$ cat src/rtl/acia_pkg.sv
// +--------------------------------------------------------------------+
// | acia_pkg : shared types and field layout for the ACIA receive path  |
// | rev 1.0                                                             |
// +--------------------------------------------------------------------+
`default_nettype none

package acia_pkg;

  typedef enum logic [2:0] {
    S_IDLE,
    S_START,
    S_DATA,
    S_PARITY,
    S_STOP,
    S_STOP2,
    S_BRKWAIT
  } rx_state_t;

  localparam logic [1:0] WL_8 = 2'b00;
  localparam logic [1:0] WL_7 = 2'b01;
  localparam logic [1:0] WL_6 = 2'b10;
  localparam logic [1:0] WL_5 = 2'b11;

  localparam logic [1:0] PMC_ODD   = 2'b00;
  localparam logic [1:0] PMC_EVEN  = 2'b01;
  localparam logic [1:0] PMC_MARK  = 2'b10;
  localparam logic [1:0] PMC_SPACE = 2'b11;

  localparam int ENTRY_W    = 11;
  localparam int F_DATA_LSB = 0;
  localparam int F_DATA_MSB = 7;
  localparam int F_FRAME    = 8;
  localparam int F_PARITY   = 9;
  localparam int F_BREAK    = 10;

  // Word-length code counts down from 8 bits.
  function automatic logic [3:0] word_bits(input logic [1:0] wl);
    return 4'd8 - {2'b00, wl};
  endfunction

endpackage

`default_nettype wire

$ cat src/rtl/acia_fifo.sv
// +--------------------------------------------------------------------+
// | acia_fifo : synchronous DEPTH x WIDTH receive FIFO                  |
// | rev 1.0                                                             |
// +--------------------------------------------------------------------+
`default_nettype none

module acia_fifo #(
  parameter int DEPTH = 4,
  parameter int WIDTH = 11
) (
  input  logic                         RESET,
  input  logic                         BCLK,
  input  logic                         push,
  input  logic                         pop,
  input  logic [WIDTH-1:0]             wdata,
  output logic [WIDTH-1:0]             rdata,
  output logic                         full,
  output logic                         empty,
  output logic [$clog2(DEPTH+1)-1:0]   level
);

  localparam int PW = $clog2(DEPTH);
  localparam int LW = $clog2(DEPTH+1);

  logic [WIDTH-1:0] mem [DEPTH];
  logic [PW-1:0]    wptr;
  logic [PW-1:0]    rptr;
  logic             do_push;
  logic             do_pop;

  assign empty   = (level == '0);
  assign full    = (level == LW'(DEPTH));
  assign do_pop  = pop && !empty;
  // A full FIFO still accepts a push when the head leaves in the same cycle.
  assign do_push = push && (!full || do_pop);
  assign rdata   = empty ? '0 : mem[rptr];

  always_ff @(posedge BCLK) begin
    if (do_push) mem[wptr] <= wdata;
  end

  always_ff @(posedge BCLK or negedge RESET) begin
    if (!RESET) begin
      wptr  <= '0;
      rptr  <= '0;
      level <= '0;
    end else begin
      if (do_push) wptr <= wptr + PW'(1);
      if (do_pop)  rptr <= rptr + PW'(1);
      if (do_push && !do_pop)      level <= level + LW'(1);
      else if (do_pop && !do_push) level <= level - LW'(1);
    end
  end

endmodule

`default_nettype wire

$ cat src/rtl/acia_rxf.sv
// +--------------------------------------------------------------------+
// | acia_rxf : ACIA serial receiver with error flags and receive FIFO   |
// | rev 1.0                                                             |
// +--------------------------------------------------------------------+
`default_nettype none

import acia_pkg::*;

module acia_rxf #(
  parameter int DEPTH     = 4,
  parameter int IRQ_LEVEL = 1
) (
  input  logic                        RESET,
  input  logic                        BCLK,
  input  logic                        RX,
  input  logic [1:0]                  R_WL,
  input  logic                        R_PME,
  input  logic [1:0]                  R_PMC,
  input  logic                        R_SBN,
  input  logic                        RXTAKEN,
  output logic [7:0]                  RXDATA,
  output logic                        FRAME,
  output logic                        PARITY,
  output logic                        BREAK,
  output logic                        RXVALID,
  output logic [$clog2(DEPTH+1)-1:0]  LEVEL,
  output logic                        OVERFLOW,
  output logic                        RXIRQ
);

  localparam int LW = $clog2(DEPTH+1);
  localparam logic [LW-1:0] IRQ_LV = LW'(IRQ_LEVEL);

  rx_state_t          state;
  logic [3:0]         tick;
  logic               s7;
  logic               s8;
  logic               bit_val;
  logic [2:0]         bit_idx;
  logic [7:0]         data;
  logic               par_bit;
  logic [3:0]         nbits;
  logic               pme_l;
  logic               sbn_l;
  logic [1:0]         pmc_l;
  logic               maj;
  logic               push;
  logic               pop_ok;
  logic               full;
  logic               empty;
  logic               par_err;
  logic               brk;
  logic [ENTRY_W-1:0] entry;
  logic [ENTRY_W-1:0] head;

  assign maj  = (s7 & s8) | (s7 & RX) | (s8 & RX);
  assign push = (state == S_STOP) && (tick == 4'd15);

  always_comb begin
    par_err = 1'b0;
    if (pme_l) begin
      case (pmc_l)
        PMC_ODD:  par_err = ~(^data ^ par_bit);
        PMC_EVEN: par_err = ^data ^ par_bit;
        PMC_MARK: par_err = ~par_bit;
        default:  par_err = par_bit;
      endcase
    end
  end

  // bit_val holds the stop bit while in STOP; data upper bits are already 0.
  assign brk   = (data == 8'd0) && !(pme_l && par_bit) && !bit_val;
  assign entry = {brk, par_err, ~bit_val, data};

  always_ff @(posedge BCLK or negedge RESET) begin
    if (!RESET) begin
      state   <= S_IDLE;
      tick    <= 4'd0;
      s7      <= 1'b1;
      s8      <= 1'b1;
      bit_val <= 1'b1;
      bit_idx <= 3'd0;
      data    <= 8'd0;
      par_bit <= 1'b0;
      nbits   <= 4'd8;
      pme_l   <= 1'b0;
      sbn_l   <= 1'b0;
      pmc_l   <= PMC_ODD;
    end else begin
      tick <= (state == S_IDLE) ? 4'd0 : tick + 4'd1;
      if (state != S_IDLE) begin
        if (tick == 4'd7) s7 <= RX;
        if (tick == 4'd8) s8 <= RX;
        if (tick == 4'd9) bit_val <= maj;
      end
      case (state)
        S_IDLE: begin
          if (!RX) state <= S_START;
        end
        S_START: begin
          if (tick == 4'd9) begin
            if (maj) begin
              state <= S_IDLE;
            end else begin
              nbits   <= word_bits(R_WL);
              pme_l   <= R_PME;
              pmc_l   <= R_PMC;
              sbn_l   <= R_SBN;
              data    <= 8'd0;
              bit_idx <= 3'd0;
            end
          end else if (tick == 4'd15) begin
            state <= S_DATA;
          end
        end
        S_DATA: begin
          if (tick == 4'd15) begin
            data[bit_idx] <= bit_val;
            bit_idx       <= bit_idx + 3'd1;
            if ({1'b0, bit_idx} == nbits - 4'd1)
              state <= pme_l ? S_PARITY : S_STOP;
          end
        end
        S_PARITY: begin
          if (tick == 4'd15) begin
            par_bit <= bit_val;
            state   <= S_STOP;
          end
        end
        S_STOP: begin
          if (tick == 4'd15) begin
            if (brk)                 state <= S_BRKWAIT;
            else if (sbn_l && !pme_l) state <= S_STOP2;
            else                     state <= S_IDLE;
          end
        end
        S_STOP2: begin
          if (tick == 4'd15) state <= S_IDLE;
        end
        S_BRKWAIT: begin
          if (tick == 4'd9 && maj) state <= S_IDLE;
        end
        default: state <= S_IDLE;
      endcase
    end
  end

  assign pop_ok = RXTAKEN && !empty;

  acia_fifo #(
    .DEPTH (DEPTH),
    .WIDTH (ENTRY_W)
  ) u_fifo (
    .RESET (RESET),
    .BCLK  (BCLK),
    .push  (push),
    .pop   (RXTAKEN),
    .wdata (entry),
    .rdata (head),
    .full  (full),
    .empty (empty),
    .level (LEVEL)
  );

  always_ff @(posedge BCLK or negedge RESET) begin
    if (!RESET)                     OVERFLOW <= 1'b0;
    else if (push && full && !pop_ok) OVERFLOW <= 1'b1;
    else if (pop_ok)                OVERFLOW <= 1'b0;
  end

  assign RXDATA  = head[F_DATA_MSB:F_DATA_LSB];
  assign FRAME   = head[F_FRAME];
  assign PARITY  = head[F_PARITY];
  assign BREAK   = head[F_BREAK];
  assign RXVALID = !empty;
  assign RXIRQ   = (LEVEL >= IRQ_LV) || OVERFLOW;

endmodule

`default_nettype wire

$ cat config.mk
export PLATFORM = sky130hd
export DESIGN_NAME = acia_rxf
export DESIGN_NICKNAME = d
export VERILOG_FILES = /design/src/rtl/acia_pkg.sv /design/src/rtl/acia_fifo.sv /design/src/rtl/acia_rxf.sv
export SDC_FILE = /design/constraint.sdc
export NUM_CORES = 1
export LEC_CHECK = 0
export BUFFER_PORTS_ARGS = -buffer_cell sky130_fd_sc_hd__clkbuf_2
export CAP_MARGIN = 20
export CORE_AREA = 2 2 97 99
export CTS_CLUSTER_SIZE = 14
export DETAILED_ROUTE_END_ITERATION = 8
export DIE_AREA = 0 0 99 101
export REMOVE_ABC_BUFFERS = 1
export SYNTH_ARGS = -nofsm -noshare
export SYNTH_HDL_FRONTEND = slang
export SYNTH_HIERARCHICAL = 1
export SYNTH_SLANG_ARGS = --single-unit
$ cat constraint.sdc
create_clock -name BCLK -period 5.5 [get_ports BCLK]
set_clock_uncertainty 0.15 [all_clocks]
set_input_delay 1.1 -clock BCLK [delete_from_list [all_inputs] [get_ports BCLK]]
set_output_delay 1.1 -clock BCLK [all_outputs]
set_load 0.01 [all_outputs]
==> results.md <==
- Status: finished clean
- Setup TNS: 0 ns
- Post-CTS Resized: 0
- # fillers: 793
- Max-slew violations: 0
- # IOs: 27
- Die area: approximately 10000 sq um
- First-pass GRT wire length: 11500 um
- Final #Nets: 350
- Core area: 8980 sq um
- Fin util: 0.493
- Worst skew pair latency: 0.35 ns
- Area of the multi-input gates: ~1500 sq um
- Worst setup endpoint: RXDATA[1]
- LEAKAGE: 1.81 nW
- Warnings, synthesis: 6
- Hold Startpoint: nbits[3]
- Worst setup SP type: flip-flop
- Seq cells post-synth: 82
- Xor and xnor area share after synthesis: 0.0349
- Root Driver: clkbuf_8
- Worst Tran Pin Value: about 0.85 ns
- Setup CP Type: flip-flop to output pin
- Post-CTS Setup Inserts: 0
- DR iter-0 viols: 46
- Commonest non-fill, non-tap cell in the layout: edfxtp_1
- Clock buffer depth: 2
- Critical Path End Type: output pin
- Post-DP HPWL: 4570 um
- Synth Area in Compound Gates: 0.0800
- Total congestion overflow: 0
- Post-Synthesis Cells: a little under 300
- RSZ-0062 raised after global routing: no
- CP peak stage delay: 0.82 ns
- Worst reg2reg path depth: 10
- Post-layout min period: 3.33 ns
- CTS tree: yes
- Pin count of the biggest net entering global routing: 39
- Hold WC Path Type: flip-flop to flip-flop
- Via density: about 5.4
- Final Cycle Share: 0.605
- Sequential Area: 2280 sq um
- Crit path cell chain: mux4_1, nor2b_1, clkbuf_2
- Setup-failing EPs final: 0
- # hold bufs at CTS: 0
- Clk sinks: 82
- Most frequent cells in the layout: 44 x edfxtp_1, 34 x dfrtp_1, 27 x nand2_1, 26 x inv_1, 26 x clkbuf_2
- H-tree Lvls: 3
- Seq/Total Area, Yosys: 0.567
- Via count: 2357
- Reg2reg setup slack: 2.73 ns
- Pwr/cell area: 481 nW/um^2
- Post-synthesis mux area share: 0.0872
- Port-buffer cells: 26
- Post-synth ARST share: 0.463
- Post-Synth Adder-Cell Area: 0.0542
- Tot Pwr: 0.00213 W
- Drt total wl: 6670 um
- Max Clock Freq: 0.300 GHz
- Post-DRT Antenna Nets: 0
- Arrival time at the worst endpoint: 2.08 ns
- Peak supply drop: about 0.23 mV
- Total track usage: 0.149
- Die Span Y: 101 um
- Slew HR: 0.429
- Worst Setup SP: u_fifo/rptr[0]
- Row cnt: 35
- Final Hold Viols: 0
- ANT cells: 0
- Ratio of cells with drive above 1 in the final layout: 0.246
- Area grow syn2layout: 10.2%
- Avg Synthesized Cell Area: ~14 sq um
- Max_cap viols: 0
- Clock transition at path regs: 0.08 ns
- 1st-pass router iterations: 4
- Antenna violations before repair: 0
- Post-synth top flop: edfxtp_1
- RR Startpoint: tick[0]
- Die width: approximately 99 um
- Gpl congestion: 0.801
- Post-synth cell types: 59
- Vias in the first global route: 2348
- CTS Buf Count: 9
- Area of the mapped netlist: between 4000 and 5000 sq um
- Avg WL per Cell: about 15 um
- Post-synthesis simple-gate area fraction: 0.128
- Largest family of logic cells by synthesized area: simple AND/OR/NAND/NOR gates
- Initial Utilization: 0.448
- Worst path slowest cell: dfrtp_1
- Post-route DRC: 0
- Critical Path RT: 4.25 ns
- RR Endpoint: u_fifo/level[2]
- Worst Path Max Fanout: 13
- Post-synth EDFFs: 44
-- registers in the layout, summed over array words and instances, names as in the netlist --
| register | flops |
|---|---|
| par_bit | 1 |
| u_fifo/wptr | 2 |
| nbits | 4 |
| state | 3 |
| u_fifo/mem | 44 |
| bit_val | 1 |
| u_fifo/level | 3 |
| sbn_l | 1 |
| tick | 4 |
| data | 8 |
| pmc_l | 2 |
| pme_l | 1 |
| s7 | 1 |
| bit_idx | 3 |
| u_fifo/rptr | 2 |
| s8 | 1 |
| OVERFLOW | 1 |
-- routing by layer --
layer  up-vias  GRT usage  wire length (um)
li1       1129          -                 -
met1      1186      0.197              3090
met2        34      0.246              3290
met3         8     0.0250               201
met4         0     0.0569                91
met5         -          0                 0
-- metrics by stage --
stage | instance area [sq um] | hold WS (ns) | cells | worst slack [ns]
after floorplan | 3920 | 0.288 | 285 | 1.63
after global placement | 4200 | 0.319 | 423 | 2.20
after detailed placement | 4200 | 0.326 | 423 | 2.11
after CTS | 4400 | 0.341 | 439 | 2.11
after global routing | 4430 | 0.367 | 440 | 2.04
final | 4430 | 0.333 | 440 | 2.17
-- kinds of logic after synthesis --
group | Yosys count
fa+ha+maj | 17
compound gates | 43
xor+xnor | 16
buf+inv | 38
mux | 19
flops | 82
simple gates | 82
-- synthesized netlist by cell type, drive strengths merged, types with 5 or more instances --
cell     n  area, sq um
mux4    11          259
nor2    10         37.5
inv     26         97.6
ha      15          188
o31ai    6         45.0
xnor2   10         87.6
and2     5         31.3
nor3     5         30.0
dfrtp   34          851
xor2     6         52.6
o21ai    9         48.8
clkbuf   8         70.1
a21oi    5         25.0
nand2   27          101
o211ai   6         45.0
edfxtp  44         1320
mux2     6         71.3
nor2b   12          135
-- worst min-delay path by stage --
stage | slack, ns | depth (start not counted) | end
after floorplan | 0.29 | 2 | sbn_l
after global placement | 0.32 | 2 | nbits[3]
after detailed placement | 0.33 | 2 | nbits[3]
after CTS | 0.34 | 2 | nbits[3]
after global routing | 0.37 | 2 | nbits[3]
final | 0.33 | 2 | nbits[3]
-- worst max-delay path: cells and delay by family (launching register included) --
| family | cells | cell delay [ns] |
|---|---|---|
| DFF | 1 | 0.82 |
| muxes | 1 | 0.64 |
| buffers and inverters | 1 | 0.13 |
| and+or+nand+nor | 1 | 0.14 |
-- layout make-up --
class	instances	area share
Timing Repair Buffer	28	0.0373
Tap cell	111	0.0314
Clock buffer	9	0.0280
Sequential cell	82	0.514
Clock inverter	7	0.0175
Inverter	26	0.0220
Multi-Input combinational cell	177	0.350
-- where the power goes --
group	internal (W)	switching, W
combinational	0.000394	0.000325
sequential	0.000785	0.000187
clock	0.000215	0.000225
total	0.00139	0.000737
(Power assumes the default switching activity.)
